File: config.mk
export PLATFORM = sky130hd
export DESIGN_NAME = tft_pixel_writer
export DESIGN_NICKNAME = d
export VERILOG_FILES = /design/src/rtl/tft_pkg.sv /design/src/rtl/pix_fifo.sv /design/src/rtl/tft_pixel_writer.sv
export SDC_FILE = /design/constraint.sdc
export NUM_CORES = 1
export LEC_CHECK = 0
export ABC_AREA = 0
export BUFFER_PORTS_ARGS = -buffer_cell sky130_fd_sc_hd__buf_4
export CAP_MARGIN = 20
export CORE_MARGIN = 2
export CORE_UTILIZATION = 29
export DETAILED_ROUTE_END_ITERATION = 8
export SETUP_SLACK_MARGIN = 0.3
export SLEW_MARGIN = 40
export SYNTH_ARGS = -nofsm -noshare
export SYNTH_HDL_FRONTEND = slang
export SYNTH_SLANG_ARGS = --single-unit
File: constraint.sdc
create_clock -name clk -period 3.1 [get_ports clk]
set_input_delay 0.31 -clock clk [delete_from_list [all_inputs] [get_ports clk]]
set_output_delay 0.31 -clock clk [all_outputs]
set_load 0.1 [all_outputs]
File: src/rtl/tft_pkg.sv
// Shared types and widths for the TFT write path: address field widths,
// default frame geometry and the pixel writer's phase encoding.
package tft_pkg;
  localparam int H_ACTIVE_DEF = 800;
  localparam int V_ACTIVE_DEF = 480;
  localparam int ROW_W  = 9;
  localparam int COL_W  = 10;
  localparam int PAGE_W = 3;
  localparam int PIX_W  = 16;

  typedef enum logic {CLEAR, RUN} state_e;
endpackage

File: src/rtl/pix_fifo.sv
// Small synchronous pixel FIFO with flush. The head word is shown combinationally,
// so the consumer sees the next pixel in the cycle after a pop.
module pix_fifo
  import tft_pkg::*;
#(
  parameter int DEPTH = 4
) (
  input  logic             clk,
  input  logic             rst,
  input  logic             push,
  input  logic [PIX_W-1:0] din,
  input  logic             pop,
  input  logic             flush,
  output logic [PIX_W-1:0] dout,
  output logic             full,
  output logic             empty
);
  localparam int AW = $clog2(DEPTH);

  // The pointers carry one extra wrap bit so that full and empty can be told apart.
  logic [AW:0]                  wr_q, wr_d, rd_q, rd_d;
  logic [DEPTH-1:0][PIX_W-1:0] mem_q, mem_d;

  assign empty = (wr_q == rd_q);
  assign full  = (wr_q[AW] != rd_q[AW]) && (wr_q[AW-1:0] == rd_q[AW-1:0]);
  assign dout  = mem_q[rd_q[AW-1:0]];

  always_comb begin
    wr_d  = wr_q;
    rd_d  = rd_q;
    mem_d = mem_q;
    if (flush) begin
      wr_d = '0;
      rd_d = '0;
    end else begin
      if (push && !full) begin
        mem_d[wr_q[AW-1:0]] = din;
        wr_d = wr_q + (AW+1)'(1);
      end
      if (pop && !empty) rd_d = rd_q + (AW+1)'(1);
    end
  end

  always_ff @(posedge clk) begin
    if (rst) begin
      wr_q  <= '0;
      rd_q  <= '0;
      mem_q <= '0;
    end else begin
      wr_q  <= wr_d;
      rd_q  <= rd_d;
      mem_q <= mem_d;
    end
  end
endmodule

File: src/rtl/tft_pixel_writer.sv
// Producer side of the TFT/SDRAM controller: clears the frame pages after reset,
// then streams host pixels through a FIFO while tracking the write address.
module tft_pixel_writer
  import tft_pkg::*;
#(
  parameter int             H_ACTIVE    = H_ACTIVE_DEF,
  parameter int             V_ACTIVE    = V_ACTIVE_DEF,
  parameter int             CLEAR_PAGES = 8,
  parameter logic [PIX_W-1:0] CLEAR_COLOR = 16'h0000,
  parameter int             DEPTH       = 4
) (
  input  logic              clk,
  input  logic              rst,
  input  logic              host_frame_start,
  input  logic [PAGE_W-1:0] host_page,
  input  logic              host_pix_valid,
  input  logic [PIX_W-1:0]  host_pix_data,
  output logic              host_pix_ready,
  output logic              frame_done,
  input  logic              addr_inc,
  input  logic              fifo_rd_req,
  output logic              fifo_avail,
  output logic [PIX_W-1:0]  fifo_out,
  output logic              startup,
  output logic [PAGE_W-1:0] page_set,
  output logic [ROW_W-1:0]  row_add_user,
  output logic [COL_W-1:0]  col_add_user
);
  state_e            state_q, state_d;
  logic [PAGE_W-1:0] page_q, page_d;
  logic [ROW_W-1:0]  row_q, row_d;
  logic [COL_W-1:0]  col_q, col_d;
  logic              frame_done_q, frame_done_d;

  logic             in_run, push, pop, flush, full, empty;
  logic             col_end, row_end, page_end;
  logic [PIX_W-1:0] head;

  assign in_run = (state_q == RUN);
  // A frame start takes the whole cycle: any push or pop offered with it is dropped.
  assign flush  = in_run && host_frame_start;
  assign push   = in_run && !host_frame_start && host_pix_valid && !full;
  assign pop    = in_run && !host_frame_start && fifo_rd_req && !empty;

  pix_fifo #(.DEPTH(DEPTH)) u_fifo (
    .clk   (clk),
    .rst   (rst),
    .push  (push),
    .din   (host_pix_data),
    .pop   (pop),
    .flush (flush),
    .dout  (head),
    .full  (full),
    .empty (empty)
  );

  assign host_pix_ready = in_run && !full;
  assign fifo_avail     = in_run && !empty;
  assign fifo_out       = in_run ? head : CLEAR_COLOR;
  assign startup        = in_run;
  assign page_set       = page_q;
  assign row_add_user   = row_q;
  assign col_add_user   = col_q;
  assign frame_done     = frame_done_q;

  assign col_end  = (col_q  == COL_W'(H_ACTIVE - 1));
  assign row_end  = (row_q  == ROW_W'(V_ACTIVE - 1));
  assign page_end = (page_q == PAGE_W'(CLEAR_PAGES - 1));

  always_comb begin
    state_d      = state_q;
    page_d       = page_q;
    row_d        = row_q;
    col_d        = col_q;
    frame_done_d = 1'b0;
    case (state_q)
      CLEAR: begin
        if (addr_inc) begin
          if (!col_end) begin
            col_d = col_q + COL_W'(1);
          end else begin
            col_d = '0;
            if (!row_end) begin
              row_d = row_q + ROW_W'(1);
            end else begin
              row_d = '0;
              if (page_end) begin
                state_d = RUN;
                page_d  = '0;
              end else begin
                page_d = page_q + PAGE_W'(1);
              end
            end
          end
        end
      end
      RUN: begin
        if (flush) begin
          page_d = host_page;
          row_d  = '0;
          col_d  = '0;
        end else if (pop) begin
          // In RUN the page is owned by the host, so a row wrap only flags the frame end.
          if (!col_end) begin
            col_d = col_q + COL_W'(1);
          end else begin
            col_d = '0;
            if (!row_end) begin
              row_d = row_q + ROW_W'(1);
            end else begin
              row_d        = '0;
              frame_done_d = 1'b1;
            end
          end
        end
      end
      default: state_d = CLEAR;
    endcase
  end

  always_ff @(posedge clk) begin
    if (rst) begin
      state_q      <= CLEAR;
      page_q       <= '0;
      row_q        <= '0;
      col_q        <= '0;
      frame_done_q <= 1'b0;
    end else begin
      state_q      <= state_d;
      page_q       <= page_d;
      row_q        <= row_d;
      col_q        <= col_d;
      frame_done_q <= frame_done_d;
    end
  end
endmodule

**Word level (Yosys, flattened, before mapping)**

Cells that the tools add are included.

- Bitwise gates (word level): 4
- Equal/unequal tests: 11
- Magnitude comparators: 3
- Multiplexer cells: 29
- Reductions and logical operators: 20
- Add/sub/neg operators: 5

Operator list:

| cell | number |
|---|---|
| $bwmux 64 | 1 |
| $mux 16 | 3 |
| $mux 9 | 5 |
| $mux 10 | 4 |
| $bmux 16 s2 | 1 |
| $demux 16 s2 | 1 |
| $pmux 10 s2 | 1 |
| $pmux 9 s2 | 1 |
| $mux 3 | 5 |
| $logic_and 1x1->1 | 12 |
| $add 10x1->10 const B | 1 |
| $eq 10x10->1 const B | 1 |
| $add 3x1->3 const B | 3 |
| $add 9x1->9 const B | 1 |
| $eq 9x9->1 const B | 1 |
| $lt 2x3->1 const B | 2 |
| $mux 1 | 6 |
| $ne 2x2->1 const B | 3 |
| $pmux 3 s2 | 1 |
| $reduce_or 5->1 | 1 |
| $not 1->1 | 4 |
| $reduce_and 2->1 | 2 |
| $reduce_and 4->1 | 1 |
| $eq 3x3->1 | 1 |
| other kinds (8) | 10 |

- Register bits: 94
- Bits of input ports: 25
- Output and inout bits: 42
- Logic and storage cells: 83

**Logic depth before layout (Yosys ltp)**

- Word-level depth: 7
- Gate-level depth with buffers: 8
- Depth with buffers taken out: 6

**By module**

From an unflattened synthesis, not the netlist that was laid out.

- Cells, all modules: 469
- Area, all modules: 4834.6 um^2

By module, submodules not included:

| module | times used | area each (um^2) | cells an instance |
|---|---|---|---|
| pix_fifo | 1 | 3474.6 | 303 |
| tft_pixel_writer | 1 | 1360.1 | 166 |

**Least setup slack after synthesis**

Ideal clock, no wire load.

- Path kind: reg2out
- Start: reg state_q, in the netlist startup
- End: out fifo_avail
- Slack: 220 ps
- Arrival time: 2570 ps
- Cell stages (with the launch flop): 5
- Path buffers: 3
- Cell sequence: dfxtp_1 -> buf_2 -> clkbuf_1 -> clkbuf_1 -> o31a_1

- Cells in the longest elaborated chain, start to end: 1

RTL lines:

| item | line | text |
|---|---|---|
| start: declaration | tft_pixel_writer.sv:29 | `state_e state_q, state_d;` |
| start signal: assignment | tft_pixel_writer.sv:129 | `state_q <= state_d;` |
| $logic_and 1x1->1 | tft_pixel_writer.sv:58 | `assign fifo_avail = in_run && !empty;` |
| end: declaration | tft_pixel_writer.sv:22 | `output logic fifo_avail,` |

Every way passes these cells.

**Worst setup path in the final report**

- Start: reg u_fifo.rd_q[0]
- End: out fifo_out[9]

- Cells in the longest elaborated chain, start to end: 3

RTL lines:

| item | line | text |
|---|---|---|
| start: declaration | pix_fifo.sv:21 | `logic [AW:0] wr_q, wr_d, rd_q, rd_d;` |
| start signal: assignment | pix_fifo.sv:51 | `rd_q <= rd_d;` |
| $bmux 16 s2 | pix_fifo.sv:26 | `assign dout = mem_q[rd_q[AW-1:0]];` |
| $mux 16 (not written as such) | pix_fifo.sv:26 |  |
| $mux 16 | tft_pixel_writer.sv:59 | `assign fifo_out = in_run ? head : CLEAR_COLOR;` |
| end: declaration | tft_pixel_writer.sv:23 | `output logic [PIX_W-1:0] fifo_out,` |

Every way passes these cells. The select of a mux whose other input is x is not followed.

==> metrics.md <==
| Metric | Value |
|---|---|
| Clk slew on worst S/H paths | 70 ps |
| Setup TNS | 0 ps |
| Antenna cells | 0 |
| CP Class | flop to output port |
| Synth top area share | 39.20% |
| Number of global-route vias before repair | 4103 |
| Die Footprint | 17600 sq um |
| CP max stage delay | 520 ps |
| VDD IR max | 0.0002962 V |
| Layout Utilization | 35.18% |
| Initial antenna violation count | 0 |
| Clock Root Buffer | clkbuf_16 |
| Status | completed |
| I/O pin count | 67 |
| Final hold vios | 0 |
| DRC Markers | 0 |
| Die W | 132.7 um |
| Area after DPL | 5473 sq um |
| Design Area, Final | 5772 sq um |
| Power Total | 2382 uW |
| Number of DRC markers in iteration 0 | 222 |
| Crit-path leading delay family | buffers and inverters |
| Filler cells | 1691 |
| Startpoint Class | flop |
| CTS buffer count | 9 |
| Final setup vio count | 0 |
| Final Max Slew Viols | 0 |
| Slowest CP cell | mux4_2 |
| Worst rel slew slack | 55.04% |
| Core footprint | 16410 sq um |
| Power Dens Cells | 412.8 nW/um^2 |
| Post-synth cell types | 56 |
| Buf/Inv on CP | 2 |
| Vias per cell | 5.070 |
| Mapped Area | 4801 sq um |
| Gpl congestion | 0.8291 |
| Hold-fix buffers, CTS | 0 |
| CP arrival | 2120 ps |
| Achievable Freq | 411.0 MHz |
| DP HPWL | 9014 um |
| Global Route Usage Sum | 15.56% |
| CTS tree | done |
| Period minus WS final | 2433 ps |
| Synth area leader | dfxtp_1 |
| Most used cell, CP | buf_4 |
| Most common cell after layout, fill and taps aside | nand2_1 |
| Max-cap violations | 0 |
| Post-synthesis area per instance | 8.777 sq um |
| Worst-margin pin slew | 674.4 ps |
| Cts repair resizes | 0 |
| Total Wirelength | 13440 um |
| First-pass GRT wire length | 21620 um |
| Yosys warning count | 0 |
| Most frequent cells in the layout | nand2_1, dfxtp_1, buf_4 |
| Critical Path Fanout Max | 9 |
| EDFF count, synth | 0 |
| RSZ-0062 raised after global routing | no |
| Mean routed wirelength per cell | 16.29 um |
| Top FF cell, synth | dfxtp_1 |
| Worst min path class | input pin to flop |
| Mapped Nets | 581 |
| Share of layout cells above drive strength 1 | 25.12% |
| Nets@finish | 634 |
| Ys async rst share | 0% |
| #FFs+latches synth | 94 |
| Bufs on Longest Clock Path | 2 |
| IO Port Bufs | 66 |
| GRT overflow | 0 |
| CP endpoint kind | output port |
| Die height | 132.7 um |
| Num rows | 47 |
| Worst skew pair latency | 350 ps |
| Req. time, crit path | 2790 ps |
| Layout overhead on the synthesized area | 20.22% |
| Cell chain of the critical path | buf_4, mux4_2, and2_2, buf_4 |
| CTS sink cnt | 94 |
| Register area share after synthesis | 39.20% |
| Routed vias | 4183 |
| Cells after Synth | 547 |
| Top post-synthesis cells by area | dfxtp_1, nand2_1, mux4_2 |
| Setup bufs post-CTS | 0 |
| Starting Density | 29.26% |
| Leak | 0.001999 uW |
| Detail Route Antenna Nets | 0 |
| Pre-antenna DRT Iters | 4 |
| Tcrit/Tclk final | 78.48% |
| Pin count of the biggest net entering global routing | 84 |
| Clk_skew | 8.697 ps |
| H-tree depth | 3 |
registers in the layout, summed over array words and instances (netlist names):
name,cells
u_fifo.wr_q,3
u_fifo.rd_q,3
startup,1
u_fifo.mem_q,64
frame_done,1
col_add_user,10
page_set,3
row_add_user,9
layout make-up:
class / count / area, sq um / share of cell area [%]
multi-input combinational: 411 / 2719 / 47.11
sequential: 94 / 1882 / 32.60
timing repair buffer: 78 / 589.3 / 10.21
tap: 220 / 275.3 / 4.769
clock buffer: 11 / 242.7 / 4.206
clock inverter: 5 / 41.29 / 0.7154
inverter: 6 / 22.52 / 0.3902
worst reg2reg max path: stages, from the launching register on:
cell     delay (ps)
dfxtp_1         440
ha_1            270
and4_1          360
nand3_1         340
a211o_1         430
mux2_2          270
cells by family after synthesis:
family	count (synthesis)	share of synthesized area (%)
adder cells (fa/ha/maj)	9	2.346
AO/OA/AOI/OAI	124	18.01
flip-flops	94	39.20
buffers and inverters	42	4.665
AND/OR/NAND/NOR	244	24.19
multiplexers	25	9.487
XOR/XNOR	9	2.111
path summary, 6_finish.rpt:
kind / start / to / slack [ps] / cells past startpoint
min reg2reg: u_fifo.mem_q[0] / u_fifo.mem_q[0] / 450 / 2
max: u_fifo.rd_q[0] / fifo_out[9] / 670 / 4
min: host_pix_data[10] / u_fifo.mem_q[10] / 220 / 3
max reg2reg: col_add_user[0] / row_add_user[0] / 880 / 5
cells in the mapped netlist (7+ instances only):
cell      instances
a21oi_1          66
a21oi_2          10
and2_1           18
buf_2             8
buf_4             9
clkbuf_1         15
dfxtp_1          94
ha_1              9
mux4_2           16
nand2_1         137
nand2_2           7
nand3_1          16
nand4_1          10
nor2_1           15
nor4_1            7
o21ai_0           8
stage by stage:
step	hold WS, ps	cells	setup slack (ps)
after floorplan	433.1	547	401.2
after global placement	438.9	809	854.9
after detailed placement	448.0	809	835.6
after CTS	206.1	825	620.7
after global routing	207.8	825	574.9
final	223.4	825	667.2
metal layers:
metal	wire, um	track usage [%]	share of wire, %
met2	6703	26.19	50
met4	136	4.301	1.0
met1	5830	19.34	43
met3	766	4.713	5.7
met5	0	0	0
power breakdown:
part	switching [uW]	total, uW	leakage [uW]	internal [uW]
combinational	67.7	99.6	0.00111	31.9
sequential	3.30	1210	0.000757	1210
clock	496	1070	0.000133	575
total	567	2380	0.00200	1820
No activity file was read; power rests on OpenSTA's default activity.
